[src/rtl/pipe_pkg.sv]
// Shared definitions for the core's inter-stage pipeline registers.
// Holds the occupancy/state encoding and the handshake helper.
package pipe_pkg;

  // Occupancy doubles as the state encoding: the number of held entries.
  typedef enum logic [1:0] {
    EMPTY = 2'd0,
    ONE   = 2'd1,
    FULL  = 2'd2
  } pipe_state_t;

  // A transfer happens when the offering side is valid and the taking side is ready.
  function automatic logic pipe_fire(input logic valid, input logic ready);
    return valid && ready;
  endfunction

endpackage : pipe_pkg

[src/rtl/pipe_stage.sv]
// Parametrised inter-stage pipeline register with valid/ready handshake.
// Carries an opaque DATA_W payload. With SKID=1 a second entry gives a
// registered in_ready; with SKID=0 a single entry with combinational in_ready.
// flush inserts a bubble and counts discarded entries in a saturating counter.
import pipe_pkg::*;

module pipe_stage #(
  parameter int DATA_W         = 32,
  parameter int SKID           = 1,
  parameter int FLUSH_CLR_DATA = 1,
  parameter int CNT_W          = 8
) (
  input  logic              clk,
  input  logic              rst,
  input  logic              flush,
  input  logic              in_valid,
  output logic              in_ready,
  input  logic [DATA_W-1:0] in_data,
  output logic              out_valid,
  input  logic              out_ready,
  output logic [DATA_W-1:0] out_data,
  output logic [1:0]        occupancy,
  output logic [CNT_W-1:0]  flush_drops
);

  // Adds a small increment to the discard counter, sticking at all-ones.
  function automatic logic [CNT_W-1:0] sat_add(input logic [CNT_W-1:0] cnt,
                                               input logic [1:0]       inc);
    logic [CNT_W+1:0] sum;
    logic [CNT_W+1:0] lim;
    sum = {2'b00, cnt} + {{CNT_W{1'b0}}, inc};
    lim = {2'b00, {CNT_W{1'b1}}};
    if (sum > lim) return {CNT_W{1'b1}};
    return sum[CNT_W-1:0];
  endfunction

  pipe_state_t       state_q;
  pipe_state_t       state_d;
  logic              main_v;
  logic              skid_v;
  logic [DATA_W-1:0] main_d;
  logic [DATA_W-1:0] skid_d;
  logic              in_fire;
  logic              out_fire;
  logic              ld_main_in;
  logic              ld_main_skid;
  logic              ld_skid_in;
  logic              clr_data;
  logic [1:0]        held;
  logic [1:0]        drop_inc;

  // Valid bits are decoded straight from the state flops, so in_ready in
  // skid mode has no combinational path from out_ready.
  assign main_v    = (state_q != EMPTY);
  assign skid_v    = (state_q == FULL);
  assign held      = {1'b0, main_v} + {1'b0, skid_v};

  assign in_ready  = (SKID != 0) ? !skid_v : (!main_v || out_ready);
  assign in_fire   = pipe_fire(in_valid, in_ready);
  assign out_fire  = pipe_fire(main_v, out_ready);

  assign out_valid = main_v;
  assign out_data  = main_d;
  assign occupancy = state_q;

  // State register; reset wins over flush.
  always_ff @(posedge clk) begin
    if (rst) state_q <= EMPTY;
    else     state_q <= state_d;
  end

  // Next state and datapath load strobes; flush overrides normal transfers.
  always_comb begin
    state_d      = state_q;
    ld_main_in   = 1'b0;
    ld_main_skid = 1'b0;
    ld_skid_in   = 1'b0;
    clr_data     = 1'b0;
    drop_inc     = 2'd0;
    if (flush) begin
      state_d  = EMPTY;
      clr_data = (FLUSH_CLR_DATA != 0);
      // Entries delivered by out_fire this cycle are not drops; an entry
      // accepted this cycle is taken and then thrown away.
      drop_inc = held - {1'b0, out_fire} + {1'b0, in_fire};
    end else begin
      case (state_q)
        EMPTY: begin
          if (in_fire) begin
            state_d    = ONE;
            ld_main_in = 1'b1;
          end
        end
        ONE: begin
          if (in_fire && out_fire) begin
            ld_main_in = 1'b1;
          end else if (out_fire) begin
            state_d = EMPTY;
          end else if (in_fire && (SKID != 0)) begin
            state_d    = FULL;
            ld_skid_in = 1'b1;
          end
        end
        FULL: begin
          // in_ready is low here, so only the drain direction can fire.
          if (out_fire) begin
            state_d      = ONE;
            ld_main_skid = 1'b1;
          end
        end
        default: state_d = EMPTY;
      endcase
    end
  end

  // ---- main entry: drives the outputs ----
  // Main payload register: loads from upstream or promotes the skid entry.
  always_ff @(posedge clk) begin
    if (rst)               main_d <= '0;
    else if (clr_data)     main_d <= '0;
    else if (ld_main_in)   main_d <= in_data;
    else if (ld_main_skid) main_d <= skid_d;
  end

  // ---- skid entry: absorbs one beat while the downstream stalls ----
  generate
    if (SKID != 0) begin : g_skid
      // Skid payload register, written only on the ONE -> FULL transition.
      always_ff @(posedge clk) begin
        if (rst)             skid_d <= '0;
        else if (clr_data)   skid_d <= '0;
        else if (ld_skid_in) skid_d <= in_data;
      end
    end else begin : g_no_skid
      logic unused_skid_ld;
      assign unused_skid_ld = ld_skid_in;
      assign skid_d         = '0;
    end
  endgenerate

  // Saturating count of entries discarded by flush; only reset clears it.
  always_ff @(posedge clk) begin
    if (rst)        flush_drops <= '0;
    else if (flush) flush_drops <= sat_add(flush_drops, drop_inc);
  end

endmodule : pipe_stage

[config.mk]
export PLATFORM = sky130hd
export DESIGN_NAME = pipe_stage
export DESIGN_NICKNAME = d
export VERILOG_FILES = /design/src/rtl/pipe_pkg.sv /design/src/rtl/pipe_stage.sv
export SDC_FILE = /design/constraint.sdc
export NUM_CORES = 1
export LEC_CHECK = 0
export ABC_AREA = 1
export BUFFER_PORTS_ARGS = -buffer_cell sky130_fd_sc_hd__buf_2
export CORE_MARGIN = 2
export CORE_UTILIZATION = 25
export DETAILED_ROUTE_END_ITERATION = 10
export GPL_TIMING_DRIVEN = 0
export PLACE_DENSITY = 0.41
export SLEW_MARGIN = 20
export SYNTH_ARGS = -nofsm -noshare
export SYNTH_HDL_FRONTEND = slang
export SYNTH_SLANG_ARGS = --single-unit
[constraint.sdc]
create_clock -name clk -period 8.4 [get_ports clk]
set_clock_uncertainty 0.15 [all_clocks]
set_input_delay 1.26 -clock clk [delete_from_list [all_inputs] [get_ports clk]]
set_output_delay 1.26 -clock clk [all_outputs]
set_load 0.005 [all_outputs]
==> results of run 1 <==
-- area by class of cell --
| cell class | instances | area, um2 | area share, % |
|---|---|---|---|
| buffer | 28 | 155 | 3.54 |
| clock buffer | 10 | 229 | 5.22 |
| clock inverter | 6 | 90.1 | 2.06 |
| inverter | 56 | 210 | 4.80 |
| multi-input combinational | 337 | 1600 | 36.4 |
| sequential | 74 | 1480 | 33.8 |
| tap | 176 | 220 | 5.02 |
| timing repair buffer | 80 | 400 | 9.14 |
-- how the worst max path moves through the flow --
| stage | cells after the start | start | slack, ns | endpoint |
|---|---|---|---|---|
| CTS | 14 | out_ready | 4.78 | flush_drops[7]$_SDFFE_PP0P_ |
| global placement | 14 | out_ready | 4.46 | flush_drops[1]$_SDFFE_PP0P_ |
| floorplan | 13 | out_ready | 4.82 | flush_drops[5]$_SDFFE_PP0P_ |
| detailed placement | 14 | out_ready | 4.43 | flush_drops[7]$_SDFFE_PP0P_ |
| global route | 14 | out_ready | 4.58 | flush_drops[3]$_SDFFE_PP0P_ |
| finish | 14 | out_ready | 4.75 | flush_drops[7]$_SDFFE_PP0P_ |
-- routing by layer --
layer,GRT usage [%],part of all wire (%)
met1,19.4,49
met2,21.8,45
met3,3.01,4.8
met4,4.96,0.94
met5,0,0
-- sequential cells by signal (all words and copies together), names as in the netlist --
signal	count
skid_d	32
flush_drops	8
out_data	32
occupancy	2
-- synthesized netlist by cell type --
cell / instances
o21ai_1: 6
nand2_2: 3
nor2_2: 3
nor2_4: 1
buf_2: 10
o21bai_1: 1
buf_4: 4
xor2_1: 3
clkinv_1: 1
ha_1: 5
inv_1: 54
a21oi_1: 68
nand2_1: 153
clkbuf_1: 11
nand4_1: 1
inv_2: 1
fa_1: 2
nand3b_1: 1
nand3_1: 38
buf_6: 3
nor3_2: 1
nor2_1: 15
dfxtp_1: 74
or2_2: 1
o211ai_1: 1
nand2_4: 2
o21ai_0: 32
-- power by group through the flow --
stage	clock network (mW)	registers (mW)	logic (mW)
after floorplan	0	0.375	0.0604
after global placement	0	0.374	0.0995
after detailed placement	0	0.375	0.100
after CTS	0.431	0.367	0.101
after global routing	0.448	0.368	0.113
final	0.416	0.367	0.0983
-- critical path, stage by stage --
cell and delay, ns:
buf_2 0.10, inv_1 0.06, nor2_1 0.21, ha_1 0.29
fa_1 0.52, nor2_1 0.05, ha_1 0.23, fa_1 0.40
nand2_1 0.08, inv_1 0.09, nand4_1 0.21, nand3_1 0.11
nand2_1 0.08, inv_1 0.04
-- per-stage QoR --
step / hold WS (ns) / instances / setup slack, ns / utilization (%) / area, um2
after detailed placement: 0.302 / 751 / 4.43 / 30.4 / 4060
final: 0.308 / 767 / 4.75 / 32.8 / 4380
after floorplan: 0.310 / 495 / 4.82 / - / 3440
after global routing: 0.330 / 767 / 4.58 / 32.8 / 4380
after CTS: 0.312 / 767 / 4.78 / 32.8 / 4380
after global placement: 0.302 / 751 / 4.46 / 30.4 / 4060
-- cell families (layout without fill, tap and decap cells) --
logic type,after synthesis,in the layout,synth area share [%]
flip-flops,74,74,43.0
AO/OA/AOI/OAI,108,108,15.8
adder cells (fa/ha/maj),7,7,2.98
XOR/XNOR,3,3,0.763
AND/OR/NAND/NOR,219,219,26.8
buffers and inverters,84,180,10.6
==> impl_results.md, run 1 <==
* Syn_nets at between 500 and 600
* Final ANT Viol Nets at 0
* Most common cell after layout, fill and taps aside: nand2_1
* # port buffers at 80
* Flop pwr share at 41.6%
* Share of cells above drive strength 1 at 21.0%
* Slew headroom at roughly two thirds
* Largest area contributor in the netlist: dfxtp_1
* Status: completed
* Mean Syn Cell Area at approximately 7 um2
* Pwr dens at 201 nW/um2
* Final setup viols at 0
* Worst vdd ir at 0.0923 mV
* Root Buffer: clkbuf_16
* Commonest cells after routing, fill and taps aside: 153 x nand2_1, 90 x buf_2, 74 x dfxtp_1
* Vias per cell at 4.33
* Max Cap Violations at 0
* Largest net degree at the start of global routing at 14
* GR Util All Layers at 14.1%
* Vias at 3319
* Final hold violation count at 0
* Ant diodes at 0
* CTS max path bufs at 2
* CP Data Required Time at 8.48 ns
* Pleak at 2.16 nW
* Seq cells post-synth at 74
* CP Class: in -> reg
* Chip height at 121 um
* Hold path endpoint: out_data[7]$_SDFFE_PP0P_
* Vias in the first global route at 3235
* Worst-margin pin slew at 0.525 ns
* Reg2reg end: flush_drops[7]$_SDFFE_PP0P_
* Switching Fraction at 25.3%
* Clk pwr share at 47.2%
* Initial Util at 25.8%
* GPL Wtd Cong at 0.761
* Clock Latency Late Sink at 0.33 ns
* Mapped Area at 3440 um2
* Total die area at 14700 um2
* Final slew viol count at 0
* Post-layout power at between 800 and 900 uW
* Fill cells at 1551
* Min-Delay Startpoint: out_data[7]$_SDFFE_PP0P_
* TritonCTS clock tree: built
* Chip width at 121 um
* RSZ-0062 raised after global routing: false
* CTS Sinks at 74
* Hold buffers post-CTS at 0
* Worst-path clk slew at 0.06 ns
* Register area share after synthesis at a little over two fifths
* DRC viols at 0
* Final WL at 10.0 mm
* First-pass GRT wire length at roughly 16 mm
* R2R setup slack at roughly 5.3 ns
* Congestion Overflow GR at 0
* Distinct cells, synth at 27
* Final period utilization at 43.4%
* CTS buffer count at 9
* Nets at 630
* Synth area leaders: dfxtp_1 43%, nand2_1 17%, a21oi_1 9.9%
* CP endpoint kind: flip-flop
* TNS Setup at 0 ns
* Crit path launch type: input pin
* Per-cell routed wire length at 13.0 um
* Reg-to-reg startpoint: occupancy[1]$_SDFFE_PP0P_
* NetSw at 223 uW
* R2R depth at 14
* Core ar. at roughly 13000 um2
* YS warnings at 0
* Std cell rows at 42
* H-tree lvl count at 3
* Top Ports at 81
* Post-CTS repair timing setup buffer count at 0
* 1st-iter DRT viols at about 180
* Post-Synthesis Cells at 495
* Router iterations before antenna repair at 5
* Internal power at approximately 660 uW
* Comb power frac at 11.2%
* Synth-to-Final Area Change at 27.3%
* Maximum net fanout on the critical path at 5
* Fmax at 274 MHz
* HP Class: reg -> reg
* Final min period at 3.65 ns
* Resize count post-CTS at 0
* Synth top area share at between 40% and 50%
* Initial antenna violation count at 0
* WP data arrival at 3.73 ns
* Post-DP HPWL at just over 7 mm
* WHS Path Cells at 2
(Power assumes the default switching activity.)
==> run 2, diff against run 1 <==
- PLACE_DENSITY: 0.41 -> 0.43
- clock period: 8.4 -> 3.3 ns (I/O delays scaled with it)
==> impl_results.md, run 2 (synthesized netlist as in run 1, its figures left out) <==
* Largest net degree at the start of global routing at 13 (-1)
* Initial antenna violation count at 0 (unchanged)
* Worst vdd ir at 0.246 mV (+170%)
* Most common cell after layout, fill and taps aside: nand2_1
* RSZ-0062 raised after global routing: false
* Final min period at 3.06 ns
* Worst-path clk slew at 0.06 ns (about the same)
* Vias in the first global route at 3280 (+1.4%)
* Min-Delay Startpoint: in_data[20]
* H-tree lvl count at 3 (unchanged)
* TritonCTS clock tree: built
* Top Ports at 81 (unchanged)
* Synth-to-Final Area Change at 26.6%
* Per-cell routed wire length at 12.9 um (-0.93%)
* Post-DP HPWL at 7.09 mm (about the same)
* Crit path launch type: flip-flop
* CP endpoint kind: flip-flop
* # port buffers at 80 (unchanged)
* Final hold violation count at 0 (unchanged)
* CP Class: reg -> reg
* Initial Util at 25.8% (unchanged)
* CP top delay family: adder cells
* Reg2reg end: flush_drops[2]$_SDFFE_PP0P_
* HP Class: in -> reg
* Hold buffers post-CTS at 0 (unchanged)
* Core ar. at 13300 um2 (unchanged)
* NetSw at 559 uW (+150%)
* Commonest cells after routing, fill and taps aside: 153 x nand2_1, 90 x buf_2, 73 x dfxtp_1
* R2R setup slack at 0.24 ns (-5.01 ns)
* Nets at 631 (+0.16%)
* WP data arrival at 3.13 ns (-0.60 ns)
* Chip height at 121 um (unchanged)
* Router iterations before antenna repair at 7 (+2)
* Final ANT Viol Nets at 0 (unchanged)
* Final period utilization at 92.7%
* Pwr dens at 493 nW/um2 (+150%)
* TNS Setup at 0 ns (unchanged)
* Fmax at 327 MHz
* Final WL at 9.90 mm (-0.93%)
* CTS max path bufs at 2 (unchanged)
* Std cell rows at 42 (unchanged)
* CP bufs+invs at 2 (-2)
* WHS Path Cells at 3 (+1)
* Ant diodes at 0 (unchanged)
* CP Data Required Time at 3.37 ns (-5.11 ns)
* Status: completed
* Comb power frac at 11.7% (+0.5 points)
* Crit-path max cell delay at 0.51 ns (about the same)
* GPL Wtd Cong at 0.797 (+4.7%)
* Clk pwr share at 44.9% (-2.3 points)
* CTS Sinks at 74 (unchanged)
* First-pass GRT wire length at 16.2 mm (+0.30%)
* Max Cap Violations at 0 (unchanged)
* Final slew viol count at 0 (unchanged)
* Total die area at 14700 um2 (unchanged)
* Congestion Overflow GR at 0 (unchanged)
* Share of cells above drive strength 1 at 21.3% (+0.34 points)
* GR Util All Layers at 14.0% (-0.086 points)
* Vias per cell at 4.36 (+0.72%)
* Worst-margin pin slew at 0.560 ns (+0.0351 ns)
* Clock Latency Late Sink at 0.34 ns (about the same)
* Chip width at 121 um (unchanged)
* Final setup viols at 0 (unchanged)
* Hold path endpoint: skid_d[20]$_SDFFE_PP0P_
* Hold_ws at 0.261 ns (-0.0468 ns)
* Slew headroom at 62.7% (-2.3 points)
* Vias at 3343 (+0.72%)
* DRC viols at 0 (unchanged)
* Worst path slowest cell: fa_1
* CTS buffer count at 9 (unchanged)
* Switching Fraction at 26.0% (+0.73 points)
* R2R depth at 12 (-2)
* Pleak at 2.15 nW (-0.49%)
* Critical-path cell list: nor2_2, nor2_1, ha_1, fa_1, nor2_1, ha_1, fa_1, nand2_1, inv_1, nand4_1, buf_4, a21oi_1
* Flop pwr share at 43.5% (+1.9 points)
* Internal power at 1.59 mW (+140%)
* Maximum net fanout on the critical path at 5 (unchanged)
* Root Buffer: clkbuf_16
* Reg-to-reg startpoint: occupancy[0]$_SDFFE_PP0P_
* 1st-iter DRT viols at 166 (-6.7%)
[run 2: cell types whose count changed in the layout (fill, tap and decap cells not counted)]
cell       change
nor2_1         -1
dfxtp_1        -1
buf_4          +1
dfxtp_2        +1
inv_6          -1
nor2_2         +1
clkinv_2       +1
bufinv_16      -1
[run 2: repair_timing]
action | CTS | global route
buffers inserted | 0 | 1
gates resized for setup | 0 | 2
endpoints found under the setup margin | 0 | 6
[run 2: worst max-delay path by stage]
stage,from,endpoint,slack (ns),cells after the start
finish,occupancy[0]$_SDFFE_PP0P_,flush_drops[2]$_SDFFE_PP0P_,0.24,12
global route,occupancy[0]$_SDFFE_PP0P_,flush_drops[3]$_SDFFE_PP0P_,0.02,13
CTS,occupancy[1]$_SDFFE_PP0P_,flush_drops[3]$_SDFFE_PP0P_,0.14,14
detailed placement,out_ready,flush_drops[3]$_SDFFE_PP0P_,0.1,14
global placement,out_ready,flush_drops[7]$_SDFFE_PP0P_,0.14,14
floorplan,occupancy[1]$_SDFFE_PP0P_,flush_drops[5]$_SDFFE_PP0P_,0.45,14
[run 2: power groups by stage]
stage / logic [mW] / registers, mW / clock network, mW
final: 0.252 / 0.934 / 0.965
after global routing: 0.287 / 0.937 / 1.03
after CTS: 0.255 / 0.934 / 0.991
after detailed placement: 0.254 / 0.954 / 0
after global placement: 0.254 / 0.953 / 0
after floorplan: 0.154 / 0.954 / 0
[run 2: worst min-delay path, delay by kind of cell]
family	cells	cell delay, ns
compound gates	1	0.10
buf+inv	2	0.12
[run 2: per-stage QoR]
stage	cell area, um2	setup WS, ns	power, mW	util, %	cells
floorplan	3440	0.455	1.11	-	495
global placement	4060	0.142	1.21	30.4	751
detailed placement	4060	0.0997	1.21	30.4	751
CTS	4350	0.138	2.18	32.6	766
global route	4360	0.0177	2.25	32.7	767
finish	4360	0.239	2.15	32.7	767
[run 2: area by class of cell]
class                      count  area [um2]
multi-input combinational    337        1600
clock inverter                 5        56.3
sequential                    74        1480
timing repair buffer          81         408
clock buffer                  10         229
tap                          176         220
buffer                        28         155
inverter                      56         210
fill                        1509        8990
[run 2: metal layers]
layer / up-vias / wire length (um) / GRT usage (%)
met5: - / 0 / 0
met4: 0 / 192 / 6.47
met3: 12 / 423 / 2.54
met2: 63 / 4300 / 21.6
met1: 1515 / 4990 / 19.0
li1: 1753 / - / -
